`config.mk`:
```
export PLATFORM = sky130hd
export DESIGN_NAME = bram_access_unit
export DESIGN_NICKNAME = d
export VERILOG_FILES = /design/src/rtl/bram_access_unit.sv
export SDC_FILE = /design/constraint.sdc
export NUM_CORES = 1
export LEC_CHECK = 0
export CORE_MARGIN = 3
export CORE_UTILIZATION = 41
export CTS_BUF_LIST = sky130_fd_sc_hd__clkbuf_8 sky130_fd_sc_hd__clkbuf_16
export DETAILED_ROUTE_END_ITERATION = 10
export PLACE_DENSITY = 0.86
export SLEW_MARGIN = 0
export SYNTH_ARGS = -nofsm -noshare
export SYNTH_HDL_FRONTEND = slang
export SYNTH_SLANG_ARGS = --single-unit
```
`constraint.sdc`:
```
create_clock -name clk -period 4 [get_ports clk]
set_input_delay 0.4 -clock clk [delete_from_list [all_inputs] [get_ports clk]]
set_output_delay 0.4 -clock clk [all_outputs]
set_load 0.01 [all_outputs]
```
`src/rtl/bram_access_unit.sv`:
```
// bram_access_unit
// Initiator-side controller for the single-port, negedge-sampled bram.
// Byte-addressed load/store requests from the core arrive over a valid/ready
// handshake and become word-port cycles on the bram. Results (load data or
// store completion, plus an error flag) go back over a second valid/ready
// handshake. Sub-word stores are read-modify-write because the bram has no
// byte enables.
//
// Optional feature macro: BRAM_ACCESS_SUBWORD_EN
//   defined     : byte/halfword loads and stores, MERGE state and lane logic
//   not defined : word accesses only; sizes 0, 1, 3 return rsp_err and
//                 req_signed is ignored
//
// Ports
//   clk, rst        clock (posedge) and asynchronous active-high reset
//   req_valid/ready request handshake (ready only in IDLE)
//   req_write       1 = store, 0 = load
//   req_size        0 byte, 1 halfword, 2 word, 3 illegal
//   req_signed      sign-extend sub-word loads
//   req_addr        byte address
//   req_wdata       store data, right-aligned
//   rsp_valid/ready response handshake
//   rsp_rdata       extended load result, 0 for stores and errors
//   rsp_err         misaligned, out-of-range or illegal-size request
//   mem_addr        word index to bram (req_addr >> 2), registered
//   mem_write       bram write strobe, registered
//   mem_wdata       bram write data, registered
//   mem_rdata       bram read data
module bram_access_unit #(
  parameter int ADDR_WIDTH = 32,
  parameter int DATA_WIDTH = 32,
  parameter int DEPTH      = 64
) (
  input  logic                  clk,
  input  logic                  rst,
  input  logic                  req_valid,
  output logic                  req_ready,
  input  logic                  req_write,
  input  logic [1:0]            req_size,
  input  logic                  req_signed,
  input  logic [ADDR_WIDTH-1:0] req_addr,
  input  logic [DATA_WIDTH-1:0] req_wdata,
  output logic                  rsp_valid,
  input  logic                  rsp_ready,
  output logic [DATA_WIDTH-1:0] rsp_rdata,
  output logic                  rsp_err,
  output logic [ADDR_WIDTH-1:0] mem_addr,
  output logic                  mem_write,
  output logic [DATA_WIDTH-1:0] mem_wdata,
  input  logic [DATA_WIDTH-1:0] mem_rdata
);

  localparam logic [1:0] SZ_BYTE = 2'd0;
  localparam logic [1:0] SZ_HALF = 2'd1;
  localparam logic [1:0] SZ_WORD = 2'd2;
  localparam logic [ADDR_WIDTH-1:0] DEPTH_W = ADDR_WIDTH'(DEPTH);

`ifdef BRAM_ACCESS_SUBWORD_EN
  typedef enum logic [1:0] {IDLE, ACCESS, MERGE, RESP} state_t;
`else
  typedef enum logic [1:0] {IDLE, ACCESS, RESP} state_t;
`endif

  state_t state;
  logic   wr_q;
  logic   req_bad;

`ifdef BRAM_ACCESS_SUBWORD_EN
  logic [1:0]            size_q;
  logic                  signed_q;
  logic [1:0]            lane_q;
  logic [DATA_WIDTH-1:0] wdata_q;

  // Little-endian lane select; halfword lanes are 0 or 2, so the same
  // byte-granular shift serves both sizes.
  function automatic logic [DATA_WIDTH-1:0] load_lane(
    input logic [DATA_WIDTH-1:0] word,
    input logic [1:0]            size,
    input logic [1:0]            lane,
    input logic                  sgn
  );
    logic [DATA_WIDTH-1:0] shifted;
    shifted = word >> {lane, 3'b000};
    case (size)
      SZ_BYTE: load_lane = {{24{sgn & shifted[7]}}, shifted[7:0]};
      SZ_HALF: load_lane = {{16{sgn & shifted[15]}}, shifted[15:0]};
      default: load_lane = word;
    endcase
  endfunction

  // Insert the new byte/halfword into the old word, other lanes untouched.
  function automatic logic [DATA_WIDTH-1:0] merge_lane(
    input logic [DATA_WIDTH-1:0] old_word,
    input logic [DATA_WIDTH-1:0] wdata,
    input logic [1:0]            size,
    input logic [1:0]            lane
  );
    logic [DATA_WIDTH-1:0] base;
    logic [DATA_WIDTH-1:0] mask;
    base = (size == SZ_BYTE) ? 32'h0000_00FF : 32'h0000_FFFF;
    mask = base << {lane, 3'b000};
    merge_lane = (old_word & ~mask) | ((wdata & base) << {lane, 3'b000});
  endfunction
`else
  logic unused_signed;
  assign unused_signed = req_signed;
`endif

  // Request legality: alignment, size and word-index range.
  always_comb begin
    req_bad = 1'b0;
    if (req_size == 2'd3) req_bad = 1'b1;
    if (req_size == SZ_HALF && req_addr[0]) req_bad = 1'b1;
    if (req_size == SZ_WORD && req_addr[1:0] != 2'b00) req_bad = 1'b1;
`ifndef BRAM_ACCESS_SUBWORD_EN
    if (req_size != SZ_WORD) req_bad = 1'b1;
`endif
    if ((req_addr >> 2) >= DEPTH_W) req_bad = 1'b1;
  end

  always_ff @(posedge clk or posedge rst) begin
    if (rst) begin
      state     <= IDLE;
      req_ready <= 1'b1;
      rsp_valid <= 1'b0;
      rsp_err   <= 1'b0;
      rsp_rdata <= '0;
      mem_addr  <= '0;
      mem_write <= 1'b0;
      mem_wdata <= '0;
      wr_q      <= 1'b0;
`ifdef BRAM_ACCESS_SUBWORD_EN
      size_q    <= 2'd0;
      signed_q  <= 1'b0;
      lane_q    <= 2'd0;
      wdata_q   <= '0;
`endif
    end else begin
      case (state)
        IDLE: begin
          if (req_valid) begin
            req_ready <= 1'b0;
            rsp_rdata <= '0;
            wr_q      <= req_write;
`ifdef BRAM_ACCESS_SUBWORD_EN
            size_q    <= req_size;
            signed_q  <= req_signed;
            lane_q    <= req_addr[1:0];
            wdata_q   <= req_wdata;
`endif
            if (req_bad) begin
              rsp_err   <= 1'b1;
              rsp_valid <= 1'b1;
              state     <= RESP;
            end else begin
              rsp_err   <= 1'b0;
              mem_addr  <= req_addr >> 2;
              mem_write <= req_write && (req_size == SZ_WORD);
              if (req_write && (req_size == SZ_WORD)) mem_wdata <= req_wdata;
              state     <= ACCESS;
            end
          end
        end

        // The bram acts on the negedge inside this cycle; its data is
        // valid at the following posedge.
        ACCESS: begin
          if (!wr_q) begin
`ifdef BRAM_ACCESS_SUBWORD_EN
            rsp_rdata <= load_lane(mem_rdata, size_q, lane_q, signed_q);
`else
            rsp_rdata <= mem_rdata;
`endif
            rsp_valid <= 1'b1;
            state     <= RESP;
`ifdef BRAM_ACCESS_SUBWORD_EN
          end else if (size_q != SZ_WORD) begin
            mem_wdata <= merge_lane(mem_rdata, wdata_q, size_q, lane_q);
            mem_write <= 1'b1;
            state     <= MERGE;
`endif
          end else begin
            mem_write <= 1'b0;
            rsp_valid <= 1'b1;
            state     <= RESP;
          end
        end

`ifdef BRAM_ACCESS_SUBWORD_EN
        MERGE: begin
          mem_write <= 1'b0;
          rsp_valid <= 1'b1;
          state     <= RESP;
        end
`endif

        RESP: begin
          if (rsp_ready) begin
            rsp_valid <= 1'b0;
            rsp_err   <= 1'b0;
            rsp_rdata <= '0;
            req_ready <= 1'b1;
            state     <= IDLE;
          end
        end

        default: state <= IDLE;
      endcase
    end
  end

endmodule
```
; ---- After elaboration in Yosys (flattened, before gate mapping)
; Cells that the tools add are included.
; Widths: inputs -> output; s select.
[word_totals]
regBits = 101
in_bits = 104
out_inout_bits = 100
word_cells = 66
[op_classes]
mux = 27
bitwise_logic = 1
n_reduce_logical = 16
eq_ne = 12
n_lt_le_gt_ge = 1
[ops]
columns = op, n
row1 = $mux 32, 3
row2 = $pmux 32 s3, 1
row3 = $ge 30x7->1 const B, 1
row4 = $reduce_and 4->1, 4
row5 = $mux 1, 15
row6 = $ne 2x2->1 const B, 7
row7 = $eq 2x2->1 const B, 3
row8 = $mux 2, 3
row9 = $pmux 1 s2, 3
row10 = $pmux 2 s3, 1
row11 = $reduce_and 3->1, 2
row12 = $reduce_bool 2->1, 3
row13 = $eq 2x1->1 const B, 2
row14 = $reduce_and 2->1, 2
row15 = $logic_and 1x1->1, 3
row16 = $pmux 1 s3, 1
row17 = $reduce_bool 3->1, 1
row18 = $logic_not 2->1, 1
row19 = $not 1->1, 1

; ---- Logic depth before layout (Yosys ltp)
[logic_depth]
depth_word = 9
ltp_mapped = 5
depth_no_buf = 4

; ---- Worst setup path after synthesis
; Ideal clock, no wire load.
[synth_path]
path_kind = input -> register
start = input req_addr[25]
end = register mem_wdata[0]
required_time_ns = 3.875
stages = 5
setup_slack_ns = 2.062
path_buffers = 1
t_arrival_ns = 1.813
setup_time_ns = 0.125
path_cell_list = nor4_2 nand4_2 nor3_4 buf_12 mux2_4
[synth_between]
elab_chain_len = 4
[synth_lines]
columns = element, line
row1 = start: declaration, 41  ; input logic [ADDR_WIDTH-1:0] req_addr,
row2 = $ge 30x7->1, 118  ; if ((req_addr >> 2) >= DEPTH_W) req_bad = 1'b1;
row3 = $mux 1, 118
row4 = $not 1->1 (no source line), --
row5 = $reduce_and 4->1 (no source line), --
row6 = end signal: assignment, 159  ; if (req_write && (req_size == SZ_WORD)) mem_wdata <= req_wdata;
row7 = end: declaration, 49  ; output logic [DATA_WIDTH-1:0] mem_wdata,
; Every way passes these cells.
; A chain may end at the register's enable or synchronous reset.

; ---- Final worst setup path
[layout_path]
start = register state[0]
end = register mem_wdata[21]
[layout_between]
elab_chain_len = 2
[layout_lines]
columns = element, line
row1 = start: declaration, 64  ; state_t state;
row2 = start signal: assignment, 123  ; state <= IDLE;
row3 = start signal: assignment, 154  ; state <= RESP;
row4 = start signal: assignment, 160  ; state <= ACCESS;
row5 = $logic_not 2->1, 139  ; case (state)
row6 = $reduce_and 4->1 (no source line), --
; Every way passes these cells.

==> metrics.yaml <==
status: "complete, no violations"
synth_edf_count: 0
min_to: "rsp_rdata[25]"
slowest_delay_ns: 0.80
die-area_mm2: 0.0116
gp_congestion: 0.726
synth_cells: 290
cts_buffers: 9
cts_root_buf: "clkbuf_8"
clock_path_buffers: 2
final_cell_area_mm2: 0.00654
grt.overflow.total: 0
powerDensity_mw_per_mm2: 300
ff_latch_area_mm2: 0.00253
power_mw: 1.96
period_share_pct: 68.4
placed_area_mm2: 0.00633
core-area_mm2: 0.00991
finClkSkew_ns: 0.0168
timing.slew.headroom_pct: 26.4
maxCapViolCount: 0
cp-start-kind: "flop"
worstMarginPinSlew_ns: 1.10
setup_viol: 0
drive_gt1_share_pct: 15.7
placedCellCount: 608
drt-initial-drc-count: 108
vias: 3105
synth_cell_type_count: 30
cp_cell_sequence: "nor3b_2 -> nand4_2 -> nor3_4 -> buf_4 -> mux2_2"
worstSetupEndpointType: "flop"
diodes: 0
crit_type: "flop to flop"
ys_ff_latch: 101
finalHoldViolCount: 0
min_path_cells: 1
synth_area_per_cell_um2: 14.6
synth-main-ff-cell: "dfrtp_1"
cts_tree: "done"
regToRegSetupSlack_ns: 1.26
arrival_ns: 2.98
async_flop_share_pct: 100
n_fill_cell: 751
worstHoldStart: "rsp_rdata[25]"
slew_violations: 0
hold_path_class: "flop to flop"
ant_nets: 0
port_buffers: 200
drc: 0
h-tree-depth: 3
tns_ns: 0
wl_per_cell_um: 17.4
yosys-top-cells-area: "dfrtp_1 (59%), mux2_4 (10%), nor4bb_1 (7.6%)"
grt_pass1_wl_um: 17400
num_rows: 36
r2r-start: "state[0]"
start_util_pct: 42.8
synthToLayoutAreaGrowth_pct: 54.2
synth.yosys.seq_area_share_pct: 59.6
grt_max_degree: 75
multi_input_area_mm2: 0.00157
viasPerCell: 4.98
yosysTopAreaCellShare_pct: 59.0
fin_cells: 624
clkSlewWorstSetupHoldPaths_ns: 0.10
dp_hpwl_um: 7910
grt_usage_pct: 19.1
pin_count: 204
slowest_stage: "dfrtp_1"
worstPathRequired_ns: 4.24
syn_area_mm2: 0.00424
drt_wl_total_um: 10900
leakagePower_nw: 3.14
nets: 590
yosys_warnings: 0
reg2reg_to: "mem_wdata[21]"
yosysTopAreaCell: "dfrtp_1"
cts.repair.resized: 0
grt_pass1_vias: 3433
post_cts_buffers: 0
cts_hold_buf: 0
fin_crit_ns: 2.74
r2r.worst_path.cells: 5
cp_max_fo: 40
cts_sinks: 101
firstDrtPassIters: 4
die_w_um: 108
ir_drop_uv: 178
fmax_mhz: 365
die_h_um: 108
clk_latency_ns: 0.36
rsz0062_at_grt: "false"
antenna_found_initial: 0
[critical path, delay by kind of cell (launching register included)]
family,cells,cell delay (ns)
simple gates,3,0.89
flops,1,0.80
buf+inv,1,0.51
mux,1,0.40
[registers in the layout (all words and copies together) (netlist names), 2 cells and up]
register,cells
mem_wdata,32
mem_addr,30
rsp_rdata,32
state,2
[power breakdown]
| part | switching (mW) | leakage (nW) | internal (mW) |
|---|---|---|---|
| Sequential | 0.0176 | 1.40 | 1.03 |
| Clock | 0.368 | 0.107 | 0.319 |
| Combinational | 0.105 | 1.63 | 0.123 |
[metrics by stage]
step | worst slack [ns] | hold slack [ns] | util (%)
final | 1.26 | 0.483 | 66.0
after global routing | 1.08 | 0.507 | 66.0
after CTS | 1.26 | 0.490 | 66.0
after detailed placement | 1.25 | 0.465 | 63.9
after global placement | 1.32 | 0.459 | 63.9
after floorplan | 0.955 | 0.484 | -
[cell families after synthesis]
group           count (synthesis)  share of synthesized area [%]
compound gates                 43                           7.26
buf+inv                        25                           3.57
flops                         101                           59.6
mux                            41                           13.4
other cells                     1                         0.0884
simple gates                   79                           16.1
[area by class of cell]
type | count | share of cell area (%)
Sequential cell | 101 | 38.6
Timing Repair Buffer | 206 | 31.3
Multi-Input combinational cell | 165 | 24.0
Tap cell | 133 | 2.54
Clock buffer | 10 | 2.10
Clock inverter | 6 | 1.19
Inverter | 3 | 0.210
[worst max path at each step]
stage	startpoint	end	slack, ns	cells after the start
finish	state[0]	mem_wdata[21]	1.26	5
global route	state[0]	mem_wdata[21]	1.08	5
CTS	state[0]	mem_wdata[21]	1.26	5
detailed placement	req_addr[30]	mem_wdata[21]	1.25	6
global placement	req_addr[30]	mem_wdata[21]	1.32	6
floorplan	rst	mem_addr[0]	0.95	1
[cells in the mapped netlist (all sizes together) (4+ instances only)]
cell type	instances
dfrtp	100
mux2	39
a21o	33
nor4bb	32
nor2b	25
clkbuf	16
buf	6
nor4	6
o21ai	6
nor2	4
[per-layer routing]
| layer | track usage [%] | vias up | part of all wire, % |
|---|---|---|---|
| met5 | 0 | - | 0 |
| met4 | 5.77 | 0 | 1.3 |
| met3 | 5.34 | 13 | 6.8 |
| met2 | 34.0 | 119 | 52 |
| met1 | 22.4 | 1547 | 40 |
| li1 | - | 1426 | - |
[cells in the final DEF, fill, tap and decap left out, types with 5 or more instances in the layout]
| cell | instances |
|---|---|
| clkdlybuf4s50_1 | 200 |
| dfrtp_1 | 100 |
| a21o_1 | 33 |
| nor4bb_1 | 32 |
| mux2_4 | 29 |
| nor2b_1 | 25 |
| mux2_2 | 10 |
| clkbuf_8 | 10 |
| o21ai_0 | 6 |
| buf_4 | 6 |
| nor4_2 | 5 |
No activity file was read; power rests on OpenSTA's default activity.
